$ cat config.mk
export PLATFORM = sky130hd
export DESIGN_NAME = vga_timing_detect_flat
export DESIGN_NICKNAME = d
export VERILOG_FILES = /design/src/rtl/vga_timing_detect_if.sv /design/src/rtl/vga_timing_detect.sv /design/src/flat_wrapper.sv
export SDC_FILE = /design/constraint.sdc
export NUM_CORES = 1
export LEC_CHECK = 0
export BUFFER_PORTS_ARGS = -buffer_cell sky130_fd_sc_hd__buf_2
export CAP_MARGIN = 10
export CORE_UTILIZATION = 29
export DETAILED_ROUTE_END_ITERATION = 8
export PLACE_DENSITY = 0.45
export REMOVE_ABC_BUFFERS = 1
export SLEW_MARGIN = 20
export SYNTH_ARGS = -nofsm -noshare
export SYNTH_HDL_FRONTEND = slang
export SYNTH_SLANG_ARGS = --single-unit
$ cat constraint.sdc
create_clock -name clk -period 4.3 [get_ports clk]
set_input_delay 0.43 -clock clk [delete_from_list [all_inputs] [get_ports clk]]
set_output_delay 0.43 -clock clk [all_outputs]
set_load 0.02 [all_outputs]
$ cat src/rtl/vga_timing_detect_if.sv
// vga_timing_detect_if: raw active-high sync/blank stream from a timing source to a detector
interface vga_timing_detect_if;
  logic hsync_in;
  logic vsync_in;
  logic hblnk_in;
  logic vblnk_in;
  modport master (output hsync_in, vsync_in, hblnk_in, vblnk_in);
  modport slave (input hsync_in, vsync_in, hblnk_in, vblnk_in);
endinterface

$ cat src/rtl/vga_timing_detect.sv
// vga_timing_detect: recovers pixel/line counters, measures frame geometry and reports lock; VGA_TIMING_DETECT_SYNC_MEAS_EN adds sync position/width measurements
module vga_timing_detect #(
  parameter int CNT_W = 11,
  parameter int LOCK_FRAMES = 2,
  parameter int LINE_TIMEOUT = 2047
) (
  input  logic clk,
  input  logic rst,
  vga_timing_detect_if.slave tim_i,
  output logic [CNT_W-1:0] hcount,
  output logic [CNT_W-1:0] vcount,
  output logic hsync_out,
  output logic vsync_out,
  output logic hblnk_out,
  output logic vblnk_out,
  output logic [CNT_W-1:0] h_total,
  output logic [CNT_W-1:0] h_active,
  output logic [CNT_W-1:0] v_total,
  output logic [CNT_W-1:0] v_active,
`ifdef VGA_TIMING_DETECT_SYNC_MEAS_EN
  output logic [CNT_W-1:0] hs_start,
  output logic [CNT_W-1:0] hs_width,
  output logic [CNT_W-1:0] vs_start,
  output logic [CNT_W-1:0] vs_width,
`endif
  output logic locked,
  output logic err
);
`ifdef VGA_TIMING_DETECT_SYNC_MEAS_EN
  localparam int NM = 8;
`else
  localparam int NM = 4;
`endif
  localparam int TW = $clog2(LINE_TIMEOUT + 1);
  typedef enum logic [1:0] {SEARCH, MEASURE, VERIFY, LOCKED} state_t;
  state_t state_q, state_d;
  logic hblnk_q, vblnk_q, hsync_q, vsync_q, v_seen_q;
  logic [CNT_W-1:0] hcount_q, hcount_d, vcount_q, vcount_d, len_now, h_act_q, v_act_q;
  logic [TW-1:0] tcnt_q;
  logic [3:0] match_q, match_d;
  logic bad_q, bad_d, err_q, err_d, publish;
  logic [NM*CNT_W-1:0] pub_q, meas_now;
  logic ls, fs, timeout, line_bad, frame_bad;

  assign ls = hblnk_q & ~tim_i.hblnk_in;
  assign fs = ls & vblnk_q & ~tim_i.vblnk_in;
  assign hcount_d = ls ? '0 : hcount_q + CNT_W'(~&hcount_q);
  assign vcount_d = fs ? '0 : vcount_q + CNT_W'(ls & ~&vcount_q);
  assign len_now = hcount_q + CNT_W'(1);
  assign timeout = (state_q != SEARCH) & (tcnt_q == TW'(LINE_TIMEOUT)) & ~ls;
  assign line_bad = ls & (len_now != h_total);
  assign frame_bad = fs & (meas_now != pub_q);
  assign {h_total, h_active, v_total, v_active} = pub_q[NM*CNT_W-1 -: 4*CNT_W];
  assign {hcount, vcount} = {hcount_q, vcount_q};
  assign {hsync_out, vsync_out, hblnk_out, vblnk_out} = {hsync_q, vsync_q, hblnk_q, vblnk_q};
  assign locked = state_q == LOCKED;
  assign err = err_q;

`ifdef VGA_TIMING_DETECT_SYNC_MEAS_EN
  logic [CNT_W-1:0] hs_st_q, hs_wd_q, vs_st_q, vs_wd_q;
  assign meas_now = {len_now, h_act_q, vcount_q + CNT_W'(1), v_act_q, hs_st_q, hs_wd_q, vs_st_q, vs_wd_q};
  assign {hs_start, hs_width, vs_start, vs_width} = pub_q[4*CNT_W-1:0];
  // sync edges mark positions; widths are the distance from the rising edge to the falling edge
  always_ff @(posedge clk)
    if (rst) begin
      {hs_st_q, hs_wd_q, vs_st_q, vs_wd_q} <= '0;
    end else begin
      if (tim_i.hsync_in & ~hsync_q) hs_st_q <= hcount_d;
      if (~tim_i.hsync_in & hsync_q) hs_wd_q <= hcount_d - hs_st_q;
      if (tim_i.vsync_in & ~vsync_q) vs_st_q <= vcount_d;
      if (~tim_i.vsync_in & vsync_q) vs_wd_q <= vcount_d - vs_st_q;
    end
`else
  assign meas_now = {len_now, h_act_q, vcount_q + CNT_W'(1), v_act_q};
`endif

  // history, free-running counters, working measurements and published results
  always_ff @(posedge clk)
    if (rst) begin
      {hblnk_q, vblnk_q, hsync_q, vsync_q, v_seen_q, bad_q, err_q} <= '0;
      {hcount_q, vcount_q, h_act_q, v_act_q} <= '0;
      tcnt_q <= '0;
      match_q <= '0;
      pub_q <= '0;
    end else begin
      {hblnk_q, vblnk_q, hsync_q, vsync_q} <= {tim_i.hblnk_in, tim_i.vblnk_in, tim_i.hsync_in, tim_i.vsync_in};
      hcount_q <= hcount_d;
      vcount_q <= vcount_d;
      tcnt_q <= ls ? TW'(1) : tcnt_q + TW'(tcnt_q != TW'(LINE_TIMEOUT));
      if (tim_i.hblnk_in & ~hblnk_q) h_act_q <= hcount_d;
      if (ls & tim_i.vblnk_in & ~v_seen_q) v_act_q <= vcount_d;
      v_seen_q <= ~fs & (v_seen_q | (ls & tim_i.vblnk_in));
      match_q <= match_d;
      bad_q <= bad_d;
      err_q <= err_d;
      if (publish) pub_q <= meas_now;
    end

  // state register
  always_ff @(posedge clk) state_q <= rst ? SEARCH : state_d;

  // acquisition sequence: frame boundaries advance it, timeouts and mismatches drop it
  always_comb begin
    state_d = state_q;
    case (state_q)
      SEARCH:  state_d = fs ? MEASURE : SEARCH;
      MEASURE: state_d = timeout ? SEARCH : fs ? VERIFY : MEASURE;
      VERIFY:  state_d = timeout ? SEARCH : (fs & ~frame_bad & ~bad_q & (match_q + 4'd1 == 4'(LOCK_FRAMES))) ? LOCKED : VERIFY;
      LOCKED:  state_d = (timeout | line_bad | frame_bad) ? SEARCH : LOCKED;
      default: state_d = SEARCH;
    endcase
  end

  // publishing, match counting, bad-line memory for the frame and the error pulse
  always_comb begin
    publish = fs & ((state_q == MEASURE) | ((state_q == VERIFY) & (frame_bad | bad_q)));
    match_d = publish ? '0 : (fs & (state_q == VERIFY)) ? match_q + 4'd1 : match_q;
    bad_d = ~fs & (bad_q | ((state_q == VERIFY) & line_bad));
    err_d = (state_q == LOCKED) & (timeout | line_bad | frame_bad);
  end
endmodule

$ cat src/flat_wrapper.sv
// flat-port wrapper written by rule: the top's interface ports become plain ports
module vga_timing_detect_flat 
#(
  parameter int CNT_W = 11,
  parameter int LOCK_FRAMES = 2,
  parameter int LINE_TIMEOUT = 2047
)
  (clk, rst, hcount, vcount, hsync_out, vsync_out, hblnk_out, vblnk_out, h_total, h_active, v_total, v_active, locked, err, tim_i_hsync_in, tim_i_vsync_in, tim_i_hblnk_in, tim_i_vblnk_in);
  vga_timing_detect_if tim_i_i ();
  input  logic clk;
  input  logic rst;
  output logic [CNT_W-1:0] hcount;
  output logic [CNT_W-1:0] vcount;
  output logic hsync_out;
  output logic vsync_out;
  output logic hblnk_out;
  output logic vblnk_out;
  output logic [CNT_W-1:0] h_total;
  output logic [CNT_W-1:0] h_active;
  output logic [CNT_W-1:0] v_total;
  output logic [CNT_W-1:0] v_active;
  output logic locked;
  output logic err;
  input wire logic [$bits(tim_i_i.hsync_in)-1:0] tim_i_hsync_in;
  input wire logic [$bits(tim_i_i.vsync_in)-1:0] tim_i_vsync_in;
  input wire logic [$bits(tim_i_i.hblnk_in)-1:0] tim_i_hblnk_in;
  input wire logic [$bits(tim_i_i.vblnk_in)-1:0] tim_i_vblnk_in;
  assign tim_i_i.hsync_in = tim_i_hsync_in;
  assign tim_i_i.vsync_in = tim_i_vsync_in;
  assign tim_i_i.hblnk_in = tim_i_hblnk_in;
  assign tim_i_i.vblnk_in = tim_i_vblnk_in;
  vga_timing_detect #(.CNT_W(CNT_W), .LOCK_FRAMES(LOCK_FRAMES), .LINE_TIMEOUT(LINE_TIMEOUT)) u_core (.clk(clk), .rst(rst), .tim_i(tim_i_i), .hcount(hcount), .vcount(vcount), .hsync_out(hsync_out), .vsync_out(vsync_out), .hblnk_out(hblnk_out), .vblnk_out(vblnk_out), .h_total(h_total), .h_active(h_active), .v_total(v_total), .v_active(v_active), .locked(locked), .err(err));
endmodule
## Yosys cells after proc, flatten, opt, wreduce, memory -nomap -nowiden

Index checks and enable logic that the tools add are counted.

| storage, ports and cells | value |
|---|---|
| bits in registers | 112 |
| input port bits | 6 |
| output and inout port bits | 72 |
| word-level logic and storage cells | 83 |

| cells by class | value |
|---|---|
| $add $sub $neg | 6 |
| eq/ne operators | 8 |
| mux-type cells | 10 |
| bitwise gates (word level) | 35 |
| reductions and logical operators | 8 |

Operator list:

| cell | count |
|---|---|
| $ne A44 B44 Y1 | 1 |
| $add A11 B1 Y11 | 2 |
| $add A11 B1 Y11 const B | 2 |
| $mux W11 | 2 |
| $reduce_and A11 Y1 | 2 |
| $and A1 B1 Y1 | 21 |
| $add A11 B11 Y11 | 1 |
| $eq A11 B11 Y1 const B | 1 |
| $ne A11 B11 Y1 | 1 |
| $ne A11 B11 Y1 const B | 1 |
| $mux W2 | 4 |
| $not A1 Y1 | 8 |
| $pmux W2 S4 | 1 |
| $or A1 B1 Y1 | 6 |
| $add A4 B1 Y4 const B | 1 |
| $eq A2 B2 Y1 const B | 2 |
| $eq A4 B2 Y1 const B | 1 |
| $reduce_or A2 Y1 | 2 |
| $mux W1 | 3 |
| $eq A2 B1 Y1 const B | 1 |
| $logic_not A1 Y1 | 2 |
| $logic_not A2 Y1 | 1 |
| $reduce_bool A2 Y1 | 1 |

## Logic depth before layout (Yosys ltp)

| depth | value |
|---|---|
| depth after elaboration | 12 |
| gate-level depth with buffers | 12 |
| depth with buffers taken out | 12 |

## Worst setup path after synthesis

OpenSTA, ideal clock, no wires.

| timing | value |
|---|---|
| path type | register -> register |
| start | reg u_core.vcount_q[0], in the netlist u_core.vcount[0] |
| end | reg u_core.pub_q[17] |
| setup time | 0.059 ns |
| arrival time | 3.080 ns |
| data required time | 4.241 ns |
| path slack | 1.161 ns |
| stages on the path, launching flop included | 11 |
| path buffers | 1 |
| clock period less this slack | 3.139 ns |
| cell sequence | dfxtp_1 > ha_1 > xnor2_1 > nand3_1 > or4b_1 > nand4bb_1 > or4_4 > o21ba_4 > buf_6 > a221oi_2 > o31a_1 |

| between the ends | value |
|---|---|
| longest elaborated chain between the ends | 7 |

Ends and longest elaborated chain:

| what | line | source |
|---|---|---|
| start, declared | vga_timing_detect.sv:38 | `logic [CNT_W-1:0] hcount_q, hcount_d, vcount_q, vcount_d, len_now, h_act_q, v_act_q;` |
| start signal, assigned | vga_timing_detect.sv:88 | `vcount_q <= vcount_d;` |
| $add A11 B1 Y11 | vga_timing_detect.sv:74 | `assign meas_now = {len_now, h_act_q, vcount_q + CNT_W'(1), v_act_q};` |
| named net u_core.meas_now[12] | vga_timing_detect.sv:42 | `logic [NM*CNT_W-1:0] pub_q, meas_now;` |
| $ne A44 B44 Y1 | vga_timing_detect.sv:52 | `assign frame_bad = fs & (meas_now != pub_q);` |
| $and A1 B1 Y1 | vga_timing_detect.sv:52 |  |
| $or A1 B1 Y1 | vga_timing_detect.sv:116 | `publish = fs & ((state_q == MEASURE) \| ((state_q == VERIFY) & (frame_bad \| bad_q)));` |
| $and A1 B1 Y1 | vga_timing_detect.sv:116 |  |
| $or A1 B1 Y1 | vga_timing_detect.sv:116 |  |
| $and A1 B1 Y1 | vga_timing_detect.sv:116 |  |
| end signal, assigned | vga_timing_detect.sv:96 | `if (publish) pub_q <= meas_now;` |
| end, declared | vga_timing_detect.sv:42 |  |

The timed path passes the listed nets, and every way through them passes these cells.
A chain may end at the register's enable or synchronous reset.

## Worst setup path in the final report

| timing | value |
|---|---|
| start | reg u_core.hcount_q[0], in the netlist u_core.hcount[0] |
| end | reg u_core.pub_q[43] |

| between the ends | value |
|---|---|
| longest elaborated chain between the ends | 7 |

Ends and longest elaborated chain:

| what | line | source |
|---|---|---|
| start, declared | vga_timing_detect.sv:38 |  |
| start signal, assigned | vga_timing_detect.sv:87 | `hcount_q <= hcount_d;` |
| $add A11 B1 Y11 * | vga_timing_detect.sv:49 | `assign len_now = hcount_q + CNT_W'(1);` |
| $ne A44 B44 Y1 | vga_timing_detect.sv:52 |  |
| $and A1 B1 Y1 | vga_timing_detect.sv:52 |  |
| $or A1 B1 Y1 | vga_timing_detect.sv:116 |  |
| $and A1 B1 Y1 | vga_timing_detect.sv:116 |  |
| $or A1 B1 Y1 | vga_timing_detect.sv:116 |  |
| $and A1 B1 Y1 | vga_timing_detect.sv:116 |  |

Every way passes the cells marked *; elsewhere a longest branch is shown, timed or not.

==> impl_results.rst <==
.. list-table::
   :header-rows: 1

   * - Metric
     - Value
   * - Placeable core area
     - roughly 20000 um^2
   * - Maximum number of pins on one net before global-route repair
     - 39
   * - Worst Reg-to-Reg Cells
     - 10
   * - FILL cells
     - 2175
   * - RSZ-0062 raised after global routing
     - false
   * - Peak clock frequency supported by timing
     - 275 MHz
   * - Met3 track utilization from global routing
     - under 10%
   * - Area share of and/or/nand/nor cells after synthesis
     - approximately a quarter
   * - Cells along the critical path
     - ha_1 -> nand3_1 -> nor3_1 -> xnor2_1 -> nand3_1 -> or4_1 -> nor2b_1 -> nor3_2 -> buf_4 -> o311a_1
   * - Antenna violations before repair
     - 0
   * - Routability congestion estimate from global placement
     - around 0.79
   * - HP Class
     - primary input to register
   * - Most used routing layer
     - met2
   * - Cell depth of the worst hold path
     - 2
   * - Multiplexer share of the synthesized area
     - 3.91%
   * - Reported max-cap violation count
     - 0
   * - Bufs on Longest Clock Path
     - 2
   * - Synthesized area per cell
     - just under 9 um^2
   * - Worst-path fanout max
     - 18
   * - Status
     - finished clean
   * - Mapped Cells
     - approximately 700
   * - Crit Path Class
     - register to register
   * - Final critical path time including I/O delays and setup
     - 3.63 ns
   * - End of the worst register-to-register path
     - u_core.pub_q[43]$_SDFFE_PP0P_
   * - Commonest non-fill, non-tap cells in the layout
     - dfxtp_1 (112), buf_2 (77), nor2_1 (71), nand2b_1 (56), xnor2_1 (52)
   * - Global route overflow
     - 0
   * - Reg-to-reg startpoint
     - u_core.hcount[0]$_SDFF_PP0_
   * - Post-synth cell types
     - between 60 and 70
   * - Adder and majority gate portion of the synthesized area
     - 2.04%
   * - Clock edge transition at the registers on the reported setup and hold paths
     - about 0.080 ns
   * - Port Buf Inserts
     - 77
   * - Number of detailed-route iterations in the first pass
     - 5
   * - Total GRT Usage
     - between 15 and 20%
   * - Startpoint class of the critical path
     - register
   * - Most common cell after layout, fill and taps aside
     - dfxtp_1
   * - Pint
     - 0.00163 W
   * - Number of H-tree levels
     - 3
   * - Average wire per cell in the routed design
     - roughly 17 um
   * - Max-slew violation total from the final report
     - 0
   * - Data required, critical path
     - about 4.6 ns
   * - Global routing usage on met2
     - 27.2%
   * - Data arrival, critical path
     - 3.88 ns
   * - Part of the Yosys area used for sequential elements
     - between 30% and 40%
   * - Sequential group share of total power
     - between 50 and 60%
   * - Diode insertion count for antenna repair
     - 0
   * - Period utilization
     - between 80 and 90%
   * - Count of flip-flops with a built-in enable after synthesis
     - 0
   * - Placed Cells incl. Taps
     - around 1000
   * - Final core utilization
     - between 30% and 40%
   * - Switching power share of the total
     - between 20% and 30%
   * - Hold violation count in the final report
     - 0
   * - Top cell by count, worst path
     - nand3_1
   * - P per Cell Area
     - 302 nW/um^2
   * - Vias after detailed routing
     - just over 5000
   * - Critical Path Sink Type
     - register
   * - Root cell of the clock tree
     - clkbuf_16
   * - HPWL Detailed
     - between 10 and 15 mm
   * - Post_cts resized
     - 0
   * - Wire length of the first global-routing pass
     - about 28 mm
   * - Cell family with most CP delay
     - simple AND/OR/NAND/NOR gates
   * - Final-report setup violation count
     - 0
   * - Count of state elements after synthesis
     - ~110
   * - Clk network pwr share
     - 43.4%
   * - Clock latency of the later-clocked register in the worst-skew pair
     - between 0.3 and 0.4 ns
   * - Die outline width
     - 148 um
   * - Initial standard-cell utilization of the core
     - about 30%
   * - Clock tree from TritonCTS
     - done
   * - Via/cell ratio
     - approximately 5.0
   * - Ys async rst share
     - 0%
   * - Total CTS buffers
     - 9
   * - Global Route met1 Usage
     - 22.6%
   * - Highest cell delay on the worst timing path
     - 0.61 ns
   * - DRC violations left
     - 0
   * - Area growth, synth to finish
     - 15.1%
   * - Slew HR
     - roughly a third
   * - Peak ir drop on the vdd network
     - around 0.00018 V
   * - Endpoint, Worst Hold
     - u_core.vsync_out$_SDFF_PP0_
   * - Total Neg Setup Slack
     - 0 ns
   * - Non-Filler Instances
     - about 1000
   * - Net Sw Power
     - slightly above 0.0005 W
   * - Number of clock sinks seen by CTS
     - 112
   * - Overall routed net length
     - ~18 mm
   * - Largest family of logic cells by synthesized area
     - simple AND/OR/NAND/NOR gates
   * - Tightest Pin Transition
     - around 1 ns
   * - Area of the mapped netlist
     - about 6100 um^2
   * - Floorplan row count
     - 52
   * - Post-Synth XOR/XNOR Area
     - between 10% and 20%
   * - Share of total power in combinational logic
     - under 10%
   * - Fraction of final layout cells with drive strength greater than 1
     - between 10% and 20%
   * - Vias in the first global route
     - approximately 5200
   * - Critical path buffer and inverter count
     - 1
   * - Post-layout nets
     - 767
   * - CTS Hold Bufs
     - 0
   * - Full die area
     - roughly 22000 um^2
   * - Worst clock skew
     - ~0.010 ns
   * - Number of nets with antenna violations after detailed routing
     - 0
   * - Warnings, synthesis
     - 0
   * - Most used DFF post-synth
     - dfxtp_1
   * - Cell with the largest stage delay on the worst path
     - or4_1
   * - Synthesized-area fraction occupied by ao, oa, aoi and oai cells
     - around 16%
   * - Number of primary I/O pins
     - just under 80
   * - Post-CTS Repair Setup Buffers
     - 0
   * - 1st-iter DRT viols
     - slightly above 400
   * - Startpoint of the worst hold path
     - tim_i_vsync_in
   * - Die extent in y
     - roughly 150 um
   * - Slack of the worst reg-to-reg path
     - 0.67 ns
   * - Cell leakage power
     - around 2.8 nW
how the worst max path moves through the flow:
stage,start,endpoint,cells past startpoint
2_1_floorplan,u_core.hcount[0]$_SDFF_PP0_,u_core.pub_q[0]$_SDFFE_PP0P_,9
3_3_place_gp,u_core.hcount[0]$_SDFF_PP0_,u_core.pub_q[20]$_SDFFE_PP0P_,10
3_5_place_dp,u_core.hcount[0]$_SDFF_PP0_,u_core.pub_q[43]$_SDFFE_PP0P_,10
4_1_cts,u_core.hcount[0]$_SDFF_PP0_,u_core.pub_q[43]$_SDFFE_PP0P_,10
5_1_grt,u_core.hcount[0]$_SDFF_PP0_,u_core.pub_q[42]$_SDFFE_PP0P_,10
6_report,u_core.hcount[0]$_SDFF_PP0_,u_core.pub_q[43]$_SDFFE_PP0P_,10
cell families (layout without fill, tap and decap cells):
| group | count (synthesis) | count (layout) |
|---|---|---|
| AOI/OAI and AO/OA | 130 | 130 |
| xor gates and xnor gates | 80 | 80 |
| adders and majority gates | 10 | 10 |
| buffers and inverters | 54 | 112 |
| DFF | 112 | 112 |
| muxes | 24 | 24 |
| and+or+nand+nor | 288 | 288 |
sequential cells by signal, summed over array words and instances, names as in the netlist:
| register | count |
|---|---|
| u_core.err | 1 |
| u_core.match_q | 4 |
| u_core.pub_q | 44 |
| u_core.vblnk_out | 1 |
| u_core.hcount | 11 |
| u_core.vsync_out | 1 |
| u_core.state_q | 2 |
| u_core.v_act_q | 11 |
| u_core.v_seen_q | 1 |
| u_core.h_act_q | 11 |
| u_core.hblnk_out | 1 |
| u_core.hsync_out | 1 |
| u_core.bad_q | 1 |
| u_core.tcnt_q | 11 |
| u_core.vcount | 11 |
layer usage:
metal / wire [um] / vias to the layer above / part of all wire, %
met3: 725 / 15 / 4.1
met1: 8680 / 2477 / 49
li1: - / 2576 / -
met2: 8210 / 94 / 46
met5: 0 / - / 0
met4: 222 / 0 / 1.2
final cells by class:
type | count | area (um^2) | area share (%)
Clock buffer | 13 | 280 | 3.96
Clock inverter | 3 | 46.3 | 0.654
Inverter | 5 | 18.8 | 0.265
Multi-Input combinational cell | 532 | 3660 | 51.7
Sequential cell | 112 | 2240 | 31.7
Tap cell | 270 | 338 | 4.77
Timing Repair Buffer | 91 | 490 | 6.93
through the flow:
| step | area [um^2] | worst slack (ns) | hold WS (ns) | total power (W) |
|---|---|---|---|---|
| 6_report | 7080 | 0.669 | 0.287 | 0.00214 |
| 5_1_grt | 7080 | 0.481 | 0.290 | 0.00222 |
| 4_1_cts | 7080 | 0.681 | 0.273 | 0.00216 |
| 3_5_place_dp | 6750 | 0.692 | 0.471 | 0.00123 |
| 3_3_place_gp | 6750 | 0.814 | 0.455 | 0.00123 |
| 2_1_floorplan | 5910 | 0.877 | 0.429 | 0.00118 |
synthesized netlist by cell type, types with 2 or more instances:
cell	count	area, um^2
buf_2	8	40.0
a221oi_2	9	135
o311a_1	9	90.1
nand2b_1	56	350
a31oi_1	2	12.5
buf_4	3	22.5
buf_6	4	45.0
ha_1	10	125
mux2i_1	24	240
and2_1	10	62.6
o21ai_0	25	125
clkbuf_1	32	120
nor4_1	8	50.1
o22ai_1	11	68.8
nor3b_1	4	30.0
o31a_1	16	140
or3_1	7	43.8
or4_1	2	15.0
a221oi_1	2	17.5
inv_1	5	18.8
a21oi_1	26	130
nand3b_1	3	22.5
xnor2_1	52	455
a211oi_1	8	60.1
and3_1	2	12.5
or2b_1	5	37.5
o22a_1	11	96.3
nand3_1	21	105
nor2_1	71	267
nor3_1	15	75.1
nand4_1	17	106
nor2b_1	14	87.6
xnor3_1	4	90.1
nand2_1	40	150
xor2_1	24	210
dfxtp_1	112	2240
power groups by stage:
stage	registers [W]	logic (W)	clock network (W)
after global routing	0.00107	0.000154	0.000989
after global placement	0.00109	0.000138	0
after CTS	0.00107	0.000140	0.000952
after detailed placement	0.00110	0.000138	0
after floorplan	0.00110	0.0000807	0
final	0.00107	0.000139	0.000926
Power figures use the tool's default switching activity.
